==> src/rtl/riscv_ctrl_pkg.sv <==
// rtl/riscv_ctrl_pkg.sv - opcodes, FSM states and control encodings for the multicycle controller
package riscv_ctrl_pkg;

  localparam logic [6:0] OP_R    = 7'b0110011;
  localparam logic [6:0] OP_I    = 7'b0010011;
  localparam logic [6:0] OP_LW   = 7'b0000011;
  localparam logic [6:0] OP_SW   = 7'b0100011;
  localparam logic [6:0] OP_BR   = 7'b1100011;
  localparam logic [6:0] OP_JAL  = 7'b1101111;
  localparam logic [6:0] OP_JALR = 7'b1100111;
  localparam logic [6:0] OP_LUI  = 7'b0110111;

  typedef enum logic [2:0] {
    FETCH,
    DECODE,
    EXEC,
    MEM,
    WB,
    TRAP
  } state_t;

  localparam logic [1:0] ALU_ADD   = 2'b00;
  localparam logic [1:0] ALU_BR    = 2'b01;
  localparam logic [1:0] ALU_RTYPE = 2'b10;
  localparam logic [1:0] ALU_ITYPE = 2'b11;

  localparam logic [1:0] WB_ALU = 2'b00;
  localparam logic [1:0] WB_MEM = 2'b01;
  localparam logic [1:0] WB_PC4 = 2'b10;
  localparam logic [1:0] WB_IMM = 2'b11;

  function automatic logic is_legal(input logic [6:0] op);
    case (op)
      OP_R, OP_I, OP_LW, OP_SW, OP_BR, OP_JAL, OP_JALR, OP_LUI: is_legal = 1'b1;
      default:                                                  is_legal = 1'b0;
    endcase
  endfunction

endpackage

==> src/rtl/ctrl_wait_timer.sv <==
// rtl/ctrl_wait_timer.sv - saturating wait counter; at_limit marks the last allowed wait cycle
module ctrl_wait_timer #(
  parameter int CNT_W       = 4,
  parameter int TIMEOUT_CYC = 15
) (
  input  logic clk,
  input  logic rst_n,
  input  logic clr,
  input  logic en,
  output logic at_limit
);

  logic [CNT_W-1:0] cnt_q, cnt_d;

  always_comb begin
    cnt_d = cnt_q;
    if (clr) begin
      cnt_d = '0;
    end else if (en && (cnt_q != {CNT_W{1'b1}})) begin
      cnt_d = cnt_q + CNT_W'(1);
    end
  end

  always_ff @(posedge clk or negedge rst_n) begin
    if (!rst_n) begin
      cnt_q <= '0;
    end else begin
      cnt_q <= cnt_d;
    end
  end

  // cnt_q counts completed wait cycles, so this cycle is wait number TIMEOUT_CYC
  assign at_limit = (cnt_q >= CNT_W'(TIMEOUT_CYC - 1));

endmodule

==> src/rtl/multicycle_controller.sv <==
// rtl/multicycle_controller.sv - Moore FSM sequencing FETCH/DECODE/EXEC/MEM/WB with memory timeout trap
module multicycle_controller
  import riscv_ctrl_pkg::*;
#(
  parameter int OPCODE_W    = 7,
  parameter int ALUOP_W     = 2,
  parameter int TIMEOUT_CYC = 15,
  parameter int CNT_W       = 4
) (
  input  logic                clk,
  input  logic                reset,
  input  logic [OPCODE_W-1:0] opcode,
  input  logic                mem_ready,
  output logic                pc_write,
  output logic                ir_write,
  output logic                branch,
  output logic                jump,
  output logic                alu_src,
  output logic [ALUOP_W-1:0]  alu_op,
  output logic                mem_read,
  output logic                mem_write,
  output logic                reg_write,
  output logic [1:0]          wb_sel,
  output logic                retire,
  output logic                trap,
  output logic                trap_cause
);

  state_t              state_q, state_d;
  logic [OPCODE_W-1:0] op_q, op_d;
  logic                cause_q, cause_d;
  logic                at_limit;
  logic                timer_clr, timer_en;

  logic is_r, is_i, is_lw, is_sw, is_br, is_jal, is_jalr, is_lui;
  assign is_r    = (op_q == OP_R);
  assign is_i    = (op_q == OP_I);
  assign is_lw   = (op_q == OP_LW);
  assign is_sw   = (op_q == OP_SW);
  assign is_br   = (op_q == OP_BR);
  assign is_jal  = (op_q == OP_JAL);
  assign is_jalr = (op_q == OP_JALR);
  assign is_lui  = (op_q == OP_LUI);

  always_comb begin
    state_d   = state_q;
    op_d      = op_q;
    cause_d   = cause_q;
    pc_write  = 1'b0;
    ir_write  = 1'b0;
    branch    = 1'b0;
    jump      = 1'b0;
    alu_src   = 1'b0;
    alu_op    = ALU_ADD;
    mem_read  = 1'b0;
    mem_write = 1'b0;
    reg_write = 1'b0;
    wb_sel    = WB_ALU;
    retire    = 1'b0;
    case (state_q)
      FETCH: begin
        mem_read = 1'b1;
        if (mem_ready) begin
          pc_write = 1'b1;
          ir_write = 1'b1;
          state_d  = DECODE;
        end else if (at_limit) begin
          state_d = TRAP;
          cause_d = 1'b1;
        end
      end
      DECODE: begin
        op_d = opcode;
        if (is_legal(opcode)) begin
          state_d = EXEC;
        end else begin
          state_d = TRAP;
          cause_d = 1'b0;
        end
      end
      EXEC: begin
        alu_src = is_i | is_lw | is_sw | is_jalr | is_lui;
        if (is_r)       alu_op = ALU_RTYPE;
        else if (is_i)  alu_op = ALU_ITYPE;
        else if (is_br) alu_op = ALU_BR;
        if (is_br) begin
          branch  = 1'b1;
          retire  = 1'b1;
          state_d = FETCH;
        end else if (is_jal || is_jalr) begin
          jump     = 1'b1;
          pc_write = 1'b1;
          state_d  = WB;
        end else if (is_lw || is_sw) begin
          state_d = MEM;
        end else begin
          state_d = WB;
        end
      end
      MEM: begin
        mem_read  = is_lw;
        mem_write = is_sw;
        if (mem_ready) begin
          retire  = is_sw;
          state_d = is_sw ? FETCH : WB;
        end else if (at_limit) begin
          state_d = TRAP;
          cause_d = 1'b1;
        end
      end
      WB: begin
        reg_write = 1'b1;
        if (is_lw)                 wb_sel = WB_MEM;
        else if (is_jal || is_jalr) wb_sel = WB_PC4;
        else if (is_lui)           wb_sel = WB_IMM;
        retire  = 1'b1;
        state_d = FETCH;
      end
      TRAP: begin
        state_d = TRAP;
      end
      default: begin
        state_d = FETCH;
      end
    endcase
  end

  assign trap       = (state_q == TRAP);
  assign trap_cause = cause_q;

  // Counter restarts whenever a new wait window opens or the memory answers
  assign timer_en  = ((state_q == FETCH) || (state_q == MEM)) && !mem_ready;
  assign timer_clr = mem_ready ||
                     (((state_d == FETCH) || (state_d == MEM)) && (state_d != state_q));

  ctrl_wait_timer #(
    .CNT_W      (CNT_W),
    .TIMEOUT_CYC(TIMEOUT_CYC)
  ) u_wait_timer (
    .clk     (clk),
    .rst_n   (reset),
    .clr     (timer_clr),
    .en      (timer_en),
    .at_limit(at_limit)
  );

  always_ff @(posedge clk or negedge reset) begin
    if (!reset) begin
      state_q <= FETCH;
      op_q    <= '0;
      cause_q <= 1'b0;
    end else begin
      state_q <= state_d;
      op_q    <= op_d;
      cause_q <= cause_d;
    end
  end

endmodule

==> config.mk <==
export PLATFORM = sky130hd
export DESIGN_NAME = multicycle_controller
export DESIGN_NICKNAME = d
export VERILOG_FILES = /design/src/rtl/riscv_ctrl_pkg.sv /design/src/rtl/ctrl_wait_timer.sv /design/src/rtl/multicycle_controller.sv
export SDC_FILE = /design/constraint.sdc
export NUM_CORES = 1
export LEC_CHECK = 0
export BUFFER_PORTS_ARGS = -buffer_cell sky130_fd_sc_hd__buf_2
export CORE_MARGIN = 2
export CORE_UTILIZATION = 25
export DETAILED_ROUTE_END_ITERATION = 16
export PLACE_DENSITY = 0.44
export SLEW_MARGIN = 10
export SYNTH_ARGS = -nofsm -noshare
export SYNTH_HDL_FRONTEND = slang
export SYNTH_SLANG_ARGS = --single-unit
==> constraint.sdc <==
create_clock -name clk -period 2.17 [get_ports clk]
set_clock_uncertainty 0.2 [all_clocks]
set_input_delay 0.5425 -clock clk [delete_from_list [all_inputs] [get_ports clk]]
set_output_delay 0.5425 -clock clk [all_outputs]
set_load 0.02 [all_outputs]
======== Word-level counts from Yosys, hierarchy flattened ========
Index checks and enable logic that the tools add are counted.
word-level totals
  flip-flop bits (word level) ............. 15
  bits of input ports ..................... 10
  logic and storage cells ................. 92
cells by class
  add/subtract/negate cells ............... 1
  order comparisons ....................... 1
  equality and inequality tests ........... 27
  muxes and demuxes ....................... 39
  bitwise operators ....................... 4
  reduce and logical (&&, ||, !) cells .... 16
operators by type and width
  kind                   number
  $eq A7 B6 Y1 const B   6
  $eq A7 B7 Y1 const B   6
  $mux W3                8
  $mux W1                17
  $pmux W3 S5            1
  $eq A7 B2 Y1 const B   2
  $eq A7 B5 Y1 const B   2
  $mux W2                7
  $eq A3 B2 Y1 const B   3
  $mux W4                2
  $reduce_or A8 Y1       1
  $eq A3 B3 Y1 const B   2
  $logic_not A3 Y1       2
  $pmux W1 S2            3
  $logic_or A1 B1 Y1     5
  $add A4 B1 Y4 const B  1
  $ge A4 B4 Y1 const B   1
  $ne A2 B2 Y1 const B   2
  $ne A4 B4 Y1 const B   1
  $or A1 B1 Y1           4
  $reduce_and A4 Y1      1
  $reduce_bool A2 Y1     2
  $eq A3 B1 Y1 const B   1
  $logic_and A1 B1 Y1    3
  5 further kinds        5

======== Longest topological paths before layout ========
Gate-level depths: netlist of the first run.
  depth after elaboration ................. 11
  mapped depth ............................ 6
  gate-level depth less buffers ........... 6

======== Cells and area by module ========
Synthesis of the first run repeated with hierarchy kept, for this count alone.
unflattened totals
  cell total of the unflattened synthesis .. 113
  area, all modules ....................... 1078.5 sq um
by module, submodules not included
  module                 times used  cells an instance  area each (sq um)  seq. area each (sq um)
  multicycle_controller  1           90                 824.5              275.3
  ctrl_wait_timer        1           23                 254.0              100.1

======== Worst setup path after synthesis of the first run ========
No wires, ideal clock.
  path type ............................... register -> output
  start ................................... reg state_q[0]
  end ..................................... out retire
  arrival ................................. 1.609 ns
  required time ........................... 1.427 ns
  slack ................................... -0.181 ns
  cell stages (with the launch flop) ...... 6
  path buffers ............................ 1
  path through ............................ dfrtp_1 > buf_6 > nor3b_2 > nand2_1 > nor3_1 > a211o_1
between the ends
  longest elaborated chain between the ends .. 2
RTL lines
  item                                                 RTL line                      text
  from (decl)                                          multicycle_controller.sv:29   state_t state_q, state_d;
  from (signal assigned)                               multicycle_controller.sv:153  state_q <= state_d;
  $eq A3 B3 Y1 / $eq A3 B2 Y1 (equally long branches)  multicycle_controller.sv:60   case (state_q)
  $pmux W1 S3 *                                        multicycle_controller.sv:60
  to (decl)                                            multicycle_controller.sv:24   output logic retire,
Mark *: on every way between the ends. The rest lies on a longest branch, timed or not.

======== Worst setup path in the final report of the first run ========
  start ................................... reg op_q[3]
  end ..................................... out retire
between the ends
  longest elaborated chain between the ends .. 3
RTL lines
  item                                                 RTL line                                                   text
  from (decl)                                          multicycle_controller.sv:30                                logic [OPCODE_W-1:0] op_q, op_d;
  from (signal assigned)                               multicycle_controller.sv:154                               op_q <= op_d;
  $eq A7 B6 Y1 / $eq A7 B7 Y1 (equally long branches)  multicycle_controller.sv:39, multicycle_controller.sv:40
  $mux W1 (on tied branches)                           multicycle_controller.sv:103, multicycle_controller.sv:86
  $pmux W1 S3 *                                        multicycle_controller.sv:60
Marked as above.

==> results.md, run 1 <==
Run status:
- The flow ran to the end, but the final reports show violations.
- The checks that failed: negative setup slack.

Route:
- The final routed DRC violation total is 0.
- In the routed layout, each cell is associated on average with a via count of ~5.1.
- The highest metal layer used by the detailed router is met4.
- The first routing iteration left between 50 and 60 violations.
- Dividing the detail-routed wire length by the instance count gives between 15 and 20 um.
- For this block, wires on met1 add up to 1.58 mm.
- In the detailed route, the total length drawn on met3 is between 100 and 150 um.
- After detailed routing, the total wire length is 3.36 mm.
- The detailed route wirelength on metal2 is 1.63 mm.
- The number of detailed-routing iterations run before antenna repair is 4.
- The detail route stage leaves a number of antenna-violating nets equal to 0.
- The total number of vias is between 1000 and 1500.

Die:
- The placement row count is 24.
- The initial utilization of the core area, before any placement, comes to roughly a quarter.
- The horizontal die dimension is around 72 um.
- The die area is between 5000 and 6000 sq um.
- The die span in y is 71.8 um.
- During I/O placement, the number of pins put on the boundary was 25.
- The total area inside the core boundary comes to 4380 sq um.

Layout:
- The fraction of layout cells with a size suffix above 1 is 56.5%.
- The area overhead of the layout relative to synthesis is 46.8%.
- The total number of nets in the final design is roughly 180.
- The number of inserted diodes is 0.
- The number of standard cells in the final layout excluding fillers is 220.
- The top cell types in the final layout, fill and taps aside, are 28 x sky130_fd_sc_hd__buf_4, 12 x sky130_fd_sc_hd__buf_2, 9 x sky130_fd_sc_hd__dfrtp_1, 8 x sky130_fd_sc_hd__nor2_1.
- Leaving out fill and tap cells, the most frequent cell in the layout is sky130_fd_sc_hd__buf_4.

CTS:
- The clock transition at the registers of the reported paths is 60 ps.
- The clock drives 15 sinks.
- The clock root buffer is sky130_fd_sc_hd__clkbuf_8.
- The number of clock buffers inserted by TritonCTS is 3.
- The H-tree depth is 1.
- The hold buffer count at CTS is 0.
- TritonCTS built the clock tree.
- The insertion delay of the later-clocked pin in the worst-skew pair is around 250 ps.
- The largest buffer count on any clock path is 2.

Synth:
- The number of different library cells used by synthesis comes to between 40 and 50.
- The number of nets handed over by synthesis was 135.
- The cell count after synthesis came out at between 100 and 150.
- The post-synthesis average cell area is between 9 and 10 sq um.
- The warning count from the yosys run is 0.
- The area of the mapped netlist is 1150 sq um.
- Counting flops and latches in the post-synthesis netlist gives 15.
- Of the synthesized area, sequential elements account for roughly 33%.

Worst setup path:
- The largest individual stage delay along the critical path comes from the cell sky130_fd_sc_hd__dfrtp_1.
- In this run the worst path has a maximum fanout of 4.
- The critical path in this run is classified as flop to output port.
- The kind of start point of the critical path is a flop.
- The largest single stage delay on the critical path is 390 ps.
- Walking the worst path, the cells encountered are buf_4 > and4bb_4 > nand2_4 > nor3_4 > a211o_1 > buf_6.
- The worst setup path is captured at an output port.
- The required time reported for the critical path endpoint is between 1000 and 1500 ps.
- The worst endpoint data arrival time is approximately 1700 ps.

Global routing:
- The initial antenna violation count came to 0.
- The via count of the first global-routing pass is 1113.
- Global routing used 13.4% of the available tracks across all layers.
- The first global-routing pass estimated about 5.5 mm of wire.
- The final global-route overflow total is 0.
- The largest net degree at the start of global routing is 16.

Placement:
- The half-perimeter wire length of the detailed placement result is about 2.5 mm.
- In this run, placement finished with an instance count of 207.
- The count of buffers inserted at the top-level ports is 24.
- The placer congestion estimate is 0.825.

Hold path:
- The classification of the worst-slack hold path is input port to asynchronous set/reset pin.

Timing:
- The ratio of final minimum period to clock period is 113%.
- After layout, the worst setup slack is -283 ps.
- The time the worst path needs with I/O delays and setup is about 2500 ps.
- The number of endpoints failing setup at the final stage is 11.
- The aggregate negative setup slack is -1480 ps.
- Measured against its own limit, the worst slew margin works out to a little over two thirds.
- The number of endpoints with negative hold slack in the final report is 0.
- The actual slew at the worst max-slew pin is between 400 and 500 ps.
- The top achievable clock speed is around 0.41 GHz.
- Setup repair after global routing could not meet its margin everywhere.
- The max-slew violation count came to 0.

Run:
- The number of max-capacitance violations reported is 0.

Power and ir drop:
- The worst-case IR drop observed on VDD is around 0.34 mV.
- Power spread over the standard cell area amounts to between 1000 and 1500 nW/um^2.
- The leakage power summed over all cells is 0.699 nW.
- The total power of the final layout is between 0.002 and 0.0025 W.
metal layers:
metal / vias to the layer above / track usage, %
li1: 550 / -
met1: 542 / 18.8
met2: 32 / 22.0
met3: 4 / 0.985
met4: 0 / 4.40
met5: - / 0
worst max-delay path: cells and delay by family (launching register included):
family          cells  cell delay [ps]
compound gates      1              150
flops               1              390
simple gates        3              650
buf+inv             2              270
through the flow:
step	worst slack (ps)	hold WS [ps]	instance area, sq um	util [%]
CTS	-281	16.6	1600	36.6
global placement	-3.25	273	1420	32.4
finish	-283	5.03	1690	38.5
floorplan	-1.61	46.9	1170	-
global route	-362	32.0	1690	38.5
detailed placement	-29.8	290	1420	32.4
timing repair:
action	CTS	global route
pin swaps	10	4
buffers inserted	8	1
resized for setup	28	19
endpoints found under the setup margin	12	13
report_power, final:
| group | leakage, nW | internal [W] | switching (W) |
|---|---|---|---|
| Sequential | 0.183 | 0.000399 | 0.000162 |
| Combinational | 0.494 | 0.000684 | 0.000746 |
| Clock | 0.0228 | 0.000130 | 0.0000991 |
| Total | 0.699 | 0.00121 | 0.00101 |
final timing paths:
path / startpoint / end / slack [ps] / depth (start not counted)
max reg2reg: op_q[3] / u_wait_timer.cnt_q[2] / 210 / 6
min reg2reg: trap_cause / trap_cause / 380 / 2
min in group clk: opcode[4] / op_q[4] / 340 / 3
max in group asynchronous: reset / state_q[0] / 1470 / 1
max: op_q[3] / retire / -280 / 6
min: reset / trap_cause / 5 / 1
flip-flops by register name, indices dropped and copies added (netlist names):
name                count
op_q                    7
trap_cause              1
u_wait_timer.cnt_q      4
state_q                 3
area by class of cell:
cell class / count / area [sq um]
sequential: 15 / 383
clock buffer: 4 / 45.0
fill: 444 / 2700
inverter: 6 / 22.5
multi-input combinational: 97 / 835
timing repair buffer: 46 / 338
tap: 52 / 65.1
cell usage after synthesis (all sizes together):
master   count  area, sq um
dfrtp       15          375
nor2        13         58.8
a21oi       11         66.3
nand2        8         30.0
nand3        7         35.0
nor3         7         45.0
inv          6         22.5
mux2         6         67.6
o21ai        6         30.0
buf          5         31.3
a211oi       3         32.5
nand2b       3         26.3
a311oi       2         23.8
and3         2         12.5
ha           2         25.0
nand3b       2         15.0
nand4bb      2         38.8
o2111ai      2         17.5
o211ai       2         15.0
o31ai        2         28.8
or2          2         15.0
or3b         2         17.5
xnor2        2         25.0
a2111oi      1         8.76
a211o        1         8.76
and4bb       1         12.5
nand4        1         6.26
nor2b        1         6.26
nor3b        1         12.5
nor4         1         6.26
nor4b        1         8.76
o2111a       1         11.3
o21bai       1         7.51
or3          1         6.26
cell families after synthesis:
group | Yosys count | synth area share, %
AND/OR/NAND/NOR | 55 | 30.7
AO/OA/AOI/OAI | 32 | 21.8
buffers and inverters | 11 | 4.68
XOR/XNOR | 2 | 2.18
adder cells (fa/ha/maj) | 2 | 2.18
multiplexers | 6 | 5.88
flip-flops | 15 | 32.6
No activity file was read; power rests on OpenSTA's default activity.
==> run 2: changes to the inputs <==
--- a/config.mk
+++ b/config.mk
@@ -10,7 +10,8 @@
 export CORE_UTILIZATION = 25
 export DETAILED_ROUTE_END_ITERATION = 16
 export PLACE_DENSITY = 0.44
-export SLEW_MARGIN = 10
+export SETUP_SLACK_MARGIN = 0.15
+export SLEW_MARGIN = 30
 export SYNTH_ARGS = -nofsm -noshare
 export SYNTH_HDL_FRONTEND = slang
 export SYNTH_SLANG_ARGS = --single-unit
==> results.md, run 2 (synthesis results as in run 1) <==
Route:
- The detailed route wirelength on metal2 came to 1.70 mm (was 1.63 mm).
- The final routed DRC violation total came to 0 (unchanged).
- The routed wire length on met3 was 162 um (was 109 um).
- The highest metal layer used by the detailed router is met4 (unchanged).
- The routed wirelength normalized by instance count came to 14.5 um (was 15.3 um).
- The first-iteration detailed-routing DRC count is 28 (was 56).
- The total number of vias is 1195 (was 1128).
- The met1 layer wirelength in the final routing is 1.53 mm (was 1.58 mm).
- The routed via count divided by cell count is 5.02 (was 5.13).
- The antenna violation net count after detailed routing is 0 (unchanged).
- The number of detailed-routing iterations run before antenna repair came to 4 (unchanged).
- The total wire length after detailed routing came to 3.44 mm (was 3.36 mm).

Power and ir drop:
- The power per cell area was 1330 nW/um^2 (was 1320 nW/um^2).
- The leakage power summed over all cells is 0.823 nW (was 0.699 nW).
- The clock network power share was 9.1% (was 10.3%).
- The total internal power came to 0.00145 W (was 0.00121 W).
- The combinational cell fraction of total power was 69.4% (was 64.4%).
- The switching part of the total is 43.5% (was 45.4%).
- The net switching power figure came to 0.00111 W (was 0.00101 W).
- The worst ir drop on vdd is 0.332 mV (was 0.341 mV).
- The sequential fraction of design power came to 21.4% (was 25.3%).

Global routing:
- The initial antenna violation count was 0 (unchanged).
- The largest net degree at the start of global routing was 16 (unchanged).
- The wire length of the first global-routing pass is 5.53 mm (about the same).
- The total routing resource utilization after global routing was 13.9% (was 13.4%).
- The via count of the first global-routing pass is 1229 (was 1113).
- The final global-route overflow total is 0 (unchanged).

Run status:
- Result of the run: complete, but fails checks (unchanged).
- Violated checks: negative hold slack, negative setup slack (was negative setup slack).

Timing:
- The time the worst path needs with I/O delays and setup came to 2470 ps (was 2450 ps).
- Setup repair after global routing missed its margin: true (unchanged).
- The number of endpoints with negative hold slack in the final report came to 15 (was 0).
- The actual slew at the worst max-slew pin is 482 ps (was 442 ps).
- The worst setup slack after layout is -297 ps (was -283 ps).
- The worst-case hold slack is -8.58 ps (was 5.03 ps).
- The ratio of final minimum period to clock period is 114% (was 113%).
- The top achievable clock speed is 0.405 GHz (was 0.408 GHz).
- The number of endpoints failing setup at the final stage is 11 (unchanged).
- The aggregate negative setup slack came to -1610 ps (was -1480 ps).
- The max-slew violation count is 0 (unchanged).
- The relative slew slack is 67.4% (was 69.7%).

CTS:
- The clock transition at the registers of the reported paths was 60 ps (about the same).
- The largest buffer count on any clock path is 2 (unchanged).
- The insertion delay of the later-clocked pin in the worst-skew pair is 250 ps (about the same).
- The clock net sink count is 15 (unchanged).
- The clock root buffer is sky130_fd_sc_hd__clkbuf_8 (unchanged).
- The H-tree depth is 1 (unchanged).
- The TritonCTS clock tree is yes (unchanged).
- The number of clock buffers inserted by TritonCTS was 3 (unchanged).

Layout:
- The area overhead of the layout relative to synthesis is 67.6% (was 46.8%).
- The register with the most flip-flops is op_q (unchanged).
- The total number of nets in the final design is 199 (was 181).
- The number of flip-flops under the largest register name is 7 (unchanged).
- Most frequent cells in the layout: 36 x sky130_fd_sc_hd__buf_4, 18 x sky130_fd_sc_hd__buf_6, 10 x sky130_fd_sc_hd__buf_2, 10 x sky130_fd_sc_hd__dfrtp_1, 7 x sky130_fd_sc_hd__nor2_1 (was 28 x sky130_fd_sc_hd__buf_4, 12 x sky130_fd_sc_hd__buf_2, 9 x sky130_fd_sc_hd__dfrtp_1, 8 x sky130_fd_sc_hd__nor2_1).
- The number of inserted diodes is 0 (unchanged).
- The fraction of the core area covered by cells at the end of the flow is 43.9% (was 38.5%).
- The most frequent standard cell in the layout excluding fill and tap cells is sky130_fd_sc_hd__buf_4 (unchanged).
- The final non-filler cell area is 1930 sq um (was 1690 sq um).
- Registers with the most flip-flops: op_q x7, u_wait_timer.cnt_q x4, state_q x3 (unchanged).
- The fraction of layout cells with a size suffix above 1 is 63.4% (was 56.5%).

Placement:
- The half-perimeter wire length of the detailed placement result is 2.46 mm (was 2.47 mm).
- The placer congestion estimate is 0.836 (was 0.825).
- The placed standard-cell area is 1510 sq um (was 1420 sq um).
- The count of buffers inserted at the top-level ports is 24 (unchanged).
- The worst setup timing slack at the placement stage came to -48.0 ps (was -29.8 ps).

Worst setup path:
- The kind of start point of the critical path is a flop (unchanged).
- The capturing element type of the critical path is an output port (unchanged).
- The required time reported for the critical path endpoint came to 1430 ps (about the same).
- The biggest fanout along the worst timing path is 3 (was 4).
- The critical path's top delay family is simple AND/OR/NAND/NOR gates (unchanged).
- The master of the slowest instance on the critical path is sky130_fd_sc_hd__dfrtp_1 (unchanged).
- The type of the worst setup path is flop to output port (unchanged).
- The cell type with the highest occurrence count on the critical path is sky130_fd_sc_hd__buf_6.
- The longest individual stage delay on the worst path came to 400 ps (was 390 ps).
- The worst path buffer plus inverter count is 2 (unchanged).
- The worst endpoint data arrival time came to 1720 ps (was 1710 ps).
- Critical path cell sequence: buf_6 > and4bb_4 > nand3_4 > nor3_4 > a211o_1 > buf_6 (was buf_4 > and4bb_4 > nand2_4 > nor3_4 > a211o_1 > buf_6).

Die:
- The die span in y is 71.8 um (unchanged).
- The area inside the core boundary was 4380 sq um (unchanged).
- The die area is 5160 sq um (unchanged).
- The placement row count is 24 (unchanged).
- The I/O pin count came to 25 (unchanged).
- The starting density of the core is 26.2% (unchanged).
- The horizontal die dimension is 71.8 um (unchanged).

Hold path:
- The classification of the worst-slack hold path is input port to asynchronous set/reset pin (unchanged).

Run:
- The number of max-capacitance violations reported is 0 (unchanged).
==> run 2: cell types whose count changed in the layout (fill, tap and decap cells not counted), moves of 2 or more <==
cell / before / now
sky130_fd_sc_hd__nor3_4: 3 / 6
sky130_fd_sc_hd__a21oi_1: 7 / 5
sky130_fd_sc_hd__buf_4: 28 / 36
sky130_fd_sc_hd__buf_2: 12 / 10
sky130_fd_sc_hd__nand2_1: 7 / 5
sky130_fd_sc_hd__buf_6: 6 / 18
sky130_fd_sc_hd__nor3_2: 4 / 1
==> run 2: layout make-up <==
class | count | area [sq um]
clock buffers | 4 | 45.0
fillers | 430 | 2460
inverters | 6 | 22.5
multi-input cells | 97 | 890
flip-flops and latches | 15 | 382
well taps | 52 | 65.1
repair buffers | 64 | 523
==> run 2: worst paths after layout <==
path                             from                    end  slack, ps  cells past startpoint
min in group clk            opcode[4]                op_q[4]        350                      3
max                           op_q[3]                 retire       -300                      6
max in group asynchronous       reset                op_q[6]       1490                      1
max reg2reg                   op_q[3]  u_wait_timer.cnt_q[2]        270                      6
min                             reset  u_wait_timer.cnt_q[0]         -9                      1
min reg2reg                trap_cause             trap_cause        360                      2
==> run 2: layer usage <==
metal  vias to the layer above  GRT usage [%]
li1                        587              -
met1                       573           18.2
met2                        30           22.3
met3                         5           2.39
met4                         0           6.29
met5                         -              0
==> run 2: power by group through the flow <==
stage | sequential [W] | clock (W) | combinational, W
6_report | 0.000548 | 0.000234 | 0.00178
5_1_grt | 0.000565 | 0.000255 | 0.00190
4_1_cts | 0.000533 | 0.000240 | 0.00159
3_5_place_dp | 0.000526 | 0 | 0.00127
3_3_place_gp | 0.000520 | 0 | 0.00126
2_1_floorplan | 0.000485 | 0 | 0.000879
==> run 2: what timing repair did <==
action	in CTS	in global routing
resized for setup	45	20
hold buffers	0	0
pin swaps	13	11
setup endpoints to repair	14	14
buffers inserted	9	11
==> run 2: stage by stage <==
step	std cells	power [W]
2_1_floorplan	123	0.00136
4_1_cts	227	0.00236
5_1_grt	238	0.00272
6_report	238	0.00256
3_3_place_gp	214	0.00178
3_5_place_dp	214	0.00179
==> run 3: changes to the inputs <==
--- a/config.mk
+++ b/config.mk
@@ -6,10 +6,13 @@
 export NUM_CORES = 1
 export LEC_CHECK = 0
 export BUFFER_PORTS_ARGS = -buffer_cell sky130_fd_sc_hd__buf_2
+export CELL_PAD_IN_SITES_DETAIL_PLACEMENT = 0
+export CELL_PAD_IN_SITES_GLOBAL_PLACEMENT = 2
 export CORE_MARGIN = 2
 export CORE_UTILIZATION = 25
+export CTS_CLUSTER_SIZE = 14
 export DETAILED_ROUTE_END_ITERATION = 16
-export PLACE_DENSITY = 0.44
+export PLACE_DENSITY = 0.64
 export SETUP_SLACK_MARGIN = 0.15
 export SLEW_MARGIN = 30
 export SYNTH_ARGS = -nofsm -noshare
==> results.md, run 3 (synthesis results as in run 1) <==
Route:
- The antenna violation net count after detailed routing is 0 (unchanged).
- The number of detailed-routing iterations run before antenna repair was 4 (unchanged).
- The routed via count divided by cell count came to 4.97 (was 5.02).
- The routed wirelength normalized by instance count is 14.5 um (about the same).
- The final routed DRC violation total is 0 (unchanged).
- The total wire length after detailed routing was 3.34 mm (was 3.44 mm).
- The first-iteration detailed-routing DRC count is 47 (was 28).
- The total number of vias was 1144 (was 1195).

Placement:
- The half-perimeter wire length of the detailed placement result is 2.55 mm (was 2.46 mm).
- The placer congestion estimate was 0.791 (was 0.836).
- The worst setup timing slack at the placement stage was -68.6 ps (was -48.0 ps).
- The cell count after placement is 212 (was 214).
- The count of buffers inserted at the top-level ports was 24 (unchanged).

Layout:
- The number of flip-flops under the largest register name is 7 (unchanged).
- The number of inserted diodes came to 0 (unchanged).
- The fraction of the core area covered by cells at the end of the flow is 42.8% (was 43.9%).
- The most frequent standard cell in the layout excluding fill and tap cells is sky130_fd_sc_hd__buf_4 (unchanged).
- The area overhead of the layout relative to synthesis was 63.1% (was 67.6%).
- Registers with the most flip-flops: op_q x7, u_wait_timer.cnt_q x4, state_q x3 (unchanged).
- Most frequent cells in the layout: 29 x sky130_fd_sc_hd__buf_4, 17 x sky130_fd_sc_hd__buf_6, 10 x sky130_fd_sc_hd__buf_2, 10 x sky130_fd_sc_hd__dfrtp_1 (was 36 x sky130_fd_sc_hd__buf_4, 18 x sky130_fd_sc_hd__buf_6, 10 x sky130_fd_sc_hd__buf_2, 10 x sky130_fd_sc_hd__dfrtp_1, 7 x sky130_fd_sc_hd__nor2_1).
- The number of standard cells in the final layout excluding fillers is 230 (was 238).
- The fraction of layout cells with a size suffix above 1 is 62.9% (was 63.4%).
- The register with the most flip-flops is op_q (unchanged).
- The total number of nets in the final design is 191 (was 199).

CTS:
- The clock net sink count was 15 (unchanged).
- The TritonCTS clock tree is yes (unchanged).
- The clock root buffer is sky130_fd_sc_hd__clkbuf_8 (unchanged).
- The H-tree depth is 1 (unchanged).
- The clock transition at the registers of the reported paths was 70 ps (was 60 ps).
- The insertion delay of the later-clocked pin in the worst-skew pair came to 250 ps (about the same).
- The number of clock buffers inserted by TritonCTS is 3 (unchanged).
- The hold buffer count at CTS is 0 (unchanged).
- The largest buffer count on any clock path is 2 (unchanged).

Die:
- The horizontal die dimension is 71.8 um (unchanged).
- The placement row count is 24 (unchanged).
- The starting density of the core came to 26.2% (unchanged).
- The die span in y was 71.8 um (unchanged).
- The area inside the core boundary was 4380 sq um (unchanged).
- The die area is 5160 sq um (unchanged).
- The I/O pin count is 25 (unchanged).

Timing:
- The actual slew at the worst max-slew pin is 392 ps (was 482 ps).
- The max-slew violation count came to 0 (unchanged).
- The number of endpoints with negative hold slack in the final report is 8 (was 15).
- The number of endpoints failing setup at the final stage was 10 (was 11).
- The ratio of final minimum period to clock period came to 112% (was 114%).
- The relative slew slack is 73.2% (was 67.4%).
- Setup repair after global routing missed its margin: true (unchanged).
- The worst-case hold slack is -5.94 ps (was -8.58 ps).
- The time the worst path needs with I/O delays and setup is 2440 ps (was 2470 ps).
- The worst setup slack after layout is -271 ps (was -297 ps).
- The top achievable clock speed is 0.410 GHz (was 0.405 GHz).

Power and ir drop:
- The power per cell area is 1340 nW/um^2 (was 1330 nW/um^2).
- The leakage power summed over all cells is 0.785 nW (was 0.823 nW).
- The worst ir drop on vdd is 0.447 mV (was 0.332 mV).
- The total power of the final layout is 0.00252 W (was 0.00256 W).

Global routing:
- The initial antenna violation count came to 0 (unchanged).
- The total routing resource utilization after global routing was 13.8% (was 13.9%).
- The largest net degree at the start of global routing came to 16 (unchanged).
- The wire length of the first global-routing pass is 5.55 mm (was 5.53 mm).
- The via count of the first global-routing pass is 1109 (was 1229).
- The final global-route overflow total is 0 (unchanged).

Run status:
- Violated checks: negative hold slack, negative setup slack (unchanged).
- Result of the run: complete, but fails checks (unchanged).

Worst setup path:
- The capture point of the worst reg-to-reg path is op_q[1] (was u_wait_timer.cnt_q[2]).
- The type of the worst setup path is flop to output port (unchanged).
- The reg-to-reg startpoint is state_q[1] (was op_q[3]).
- The number of cells traversed by the worst register-to-register path is 7 (was 6).
- The capturing element type of the critical path is an output port (unchanged).
- The worst endpoint data arrival time is 1700 ps (was 1720 ps).
- The register-to-register setup slack is 180 ps (was 270 ps).
- The biggest fanout along the worst timing path is 2 (was 3).
- The kind of start point of the critical path was a flop (unchanged).
- The required time reported for the critical path endpoint is 1430 ps (about the same).

Run:
- The number of max-capacitance violations reported was 0 (unchanged).

Hold path:
- The classification of the worst-slack hold path is input port to asynchronous set/reset pin (unchanged).
-- run 3: cell types whose count changed in the layout (fill, tap and decap cells not counted), moves of 2 or more --
cell                     change
sky130_fd_sc_hd__nor2_4      +2
sky130_fd_sc_hd__mux2_2      -2
sky130_fd_sc_hd__buf_4       -7
sky130_fd_sc_hd__mux2_4      +2
-- run 3: per-layer routing --
| metal | global-route usage, % | vias to the layer above | wire [um] |
|---|---|---|---|
| met4 | 4.40 | 0 | 25 |
| li1 | - | 569 | - |
| met5 | 0 | - | 0 |
| met1 | 18.1 | 554 | 1580 |
| met2 | 23.4 | 19 | 1630 |
| met3 | 1.97 | 2 | 102 |
-- run 3: cell type report --
class / instances / area [sq um]
clock buffer: 4 / 45.0
fill: 439 / 2510
inverter: 6 / 22.5
multi-input combinational: 97 / 902
sequential: 15 / 382
tap: 52 / 65.1
timing repair buffer: 56 / 459
-- run 3: what timing repair did --
action	CTS	global route
endpoints found under the setup margin	14	15
buffers inserted	8	6
resized for setup	50	18
pin swaps	8	7
-- run 3: worst max-delay path by stage --
stage / startpoint / end / slack, ps / depth (start not counted)
floorplan: state_q[0] / pc_write / 50 / 4
global placement: op_q[3] / mem_read / -60 / 5
detailed placement: op_q[3] / mem_read / -70 / 5
CTS: op_q[3] / mem_read / -280 / 5
global route: op_q[3] / mem_read / -350 / 5
finish: op_q[3] / mem_read / -270 / 5
-- run 3: where the power goes --
group,leakage [nW],switching [W],total [W],internal [W]
sequential,0.184,0.000133,0.000530,0.000397
combinational,0.579,0.000868,0.00176,0.000889
clock,0.0228,0.000106,0.000236,0.000130
total,0.785,0.00111,0.00252,0.00142
-- run 3: worst max-delay path: stages (launching register included) --
cell,delay (ps)
sky130_fd_sc_hd__dfrtp_1,380
sky130_fd_sc_hd__nand4bb_4,240
sky130_fd_sc_hd__nor3_4,150
sky130_fd_sc_hd__or3b_4,410
sky130_fd_sc_hd__a21oi_4,150
sky130_fd_sc_hd__buf_6,120
-- run 3: through the flow --
step                area (sq um)  TNS [ps]
floorplan                   1200         0
global placement            1490     -57.9
detailed placement          1490      -107
CTS                         1770     -1280
global route                1880     -1760
finish                      1880     -1010
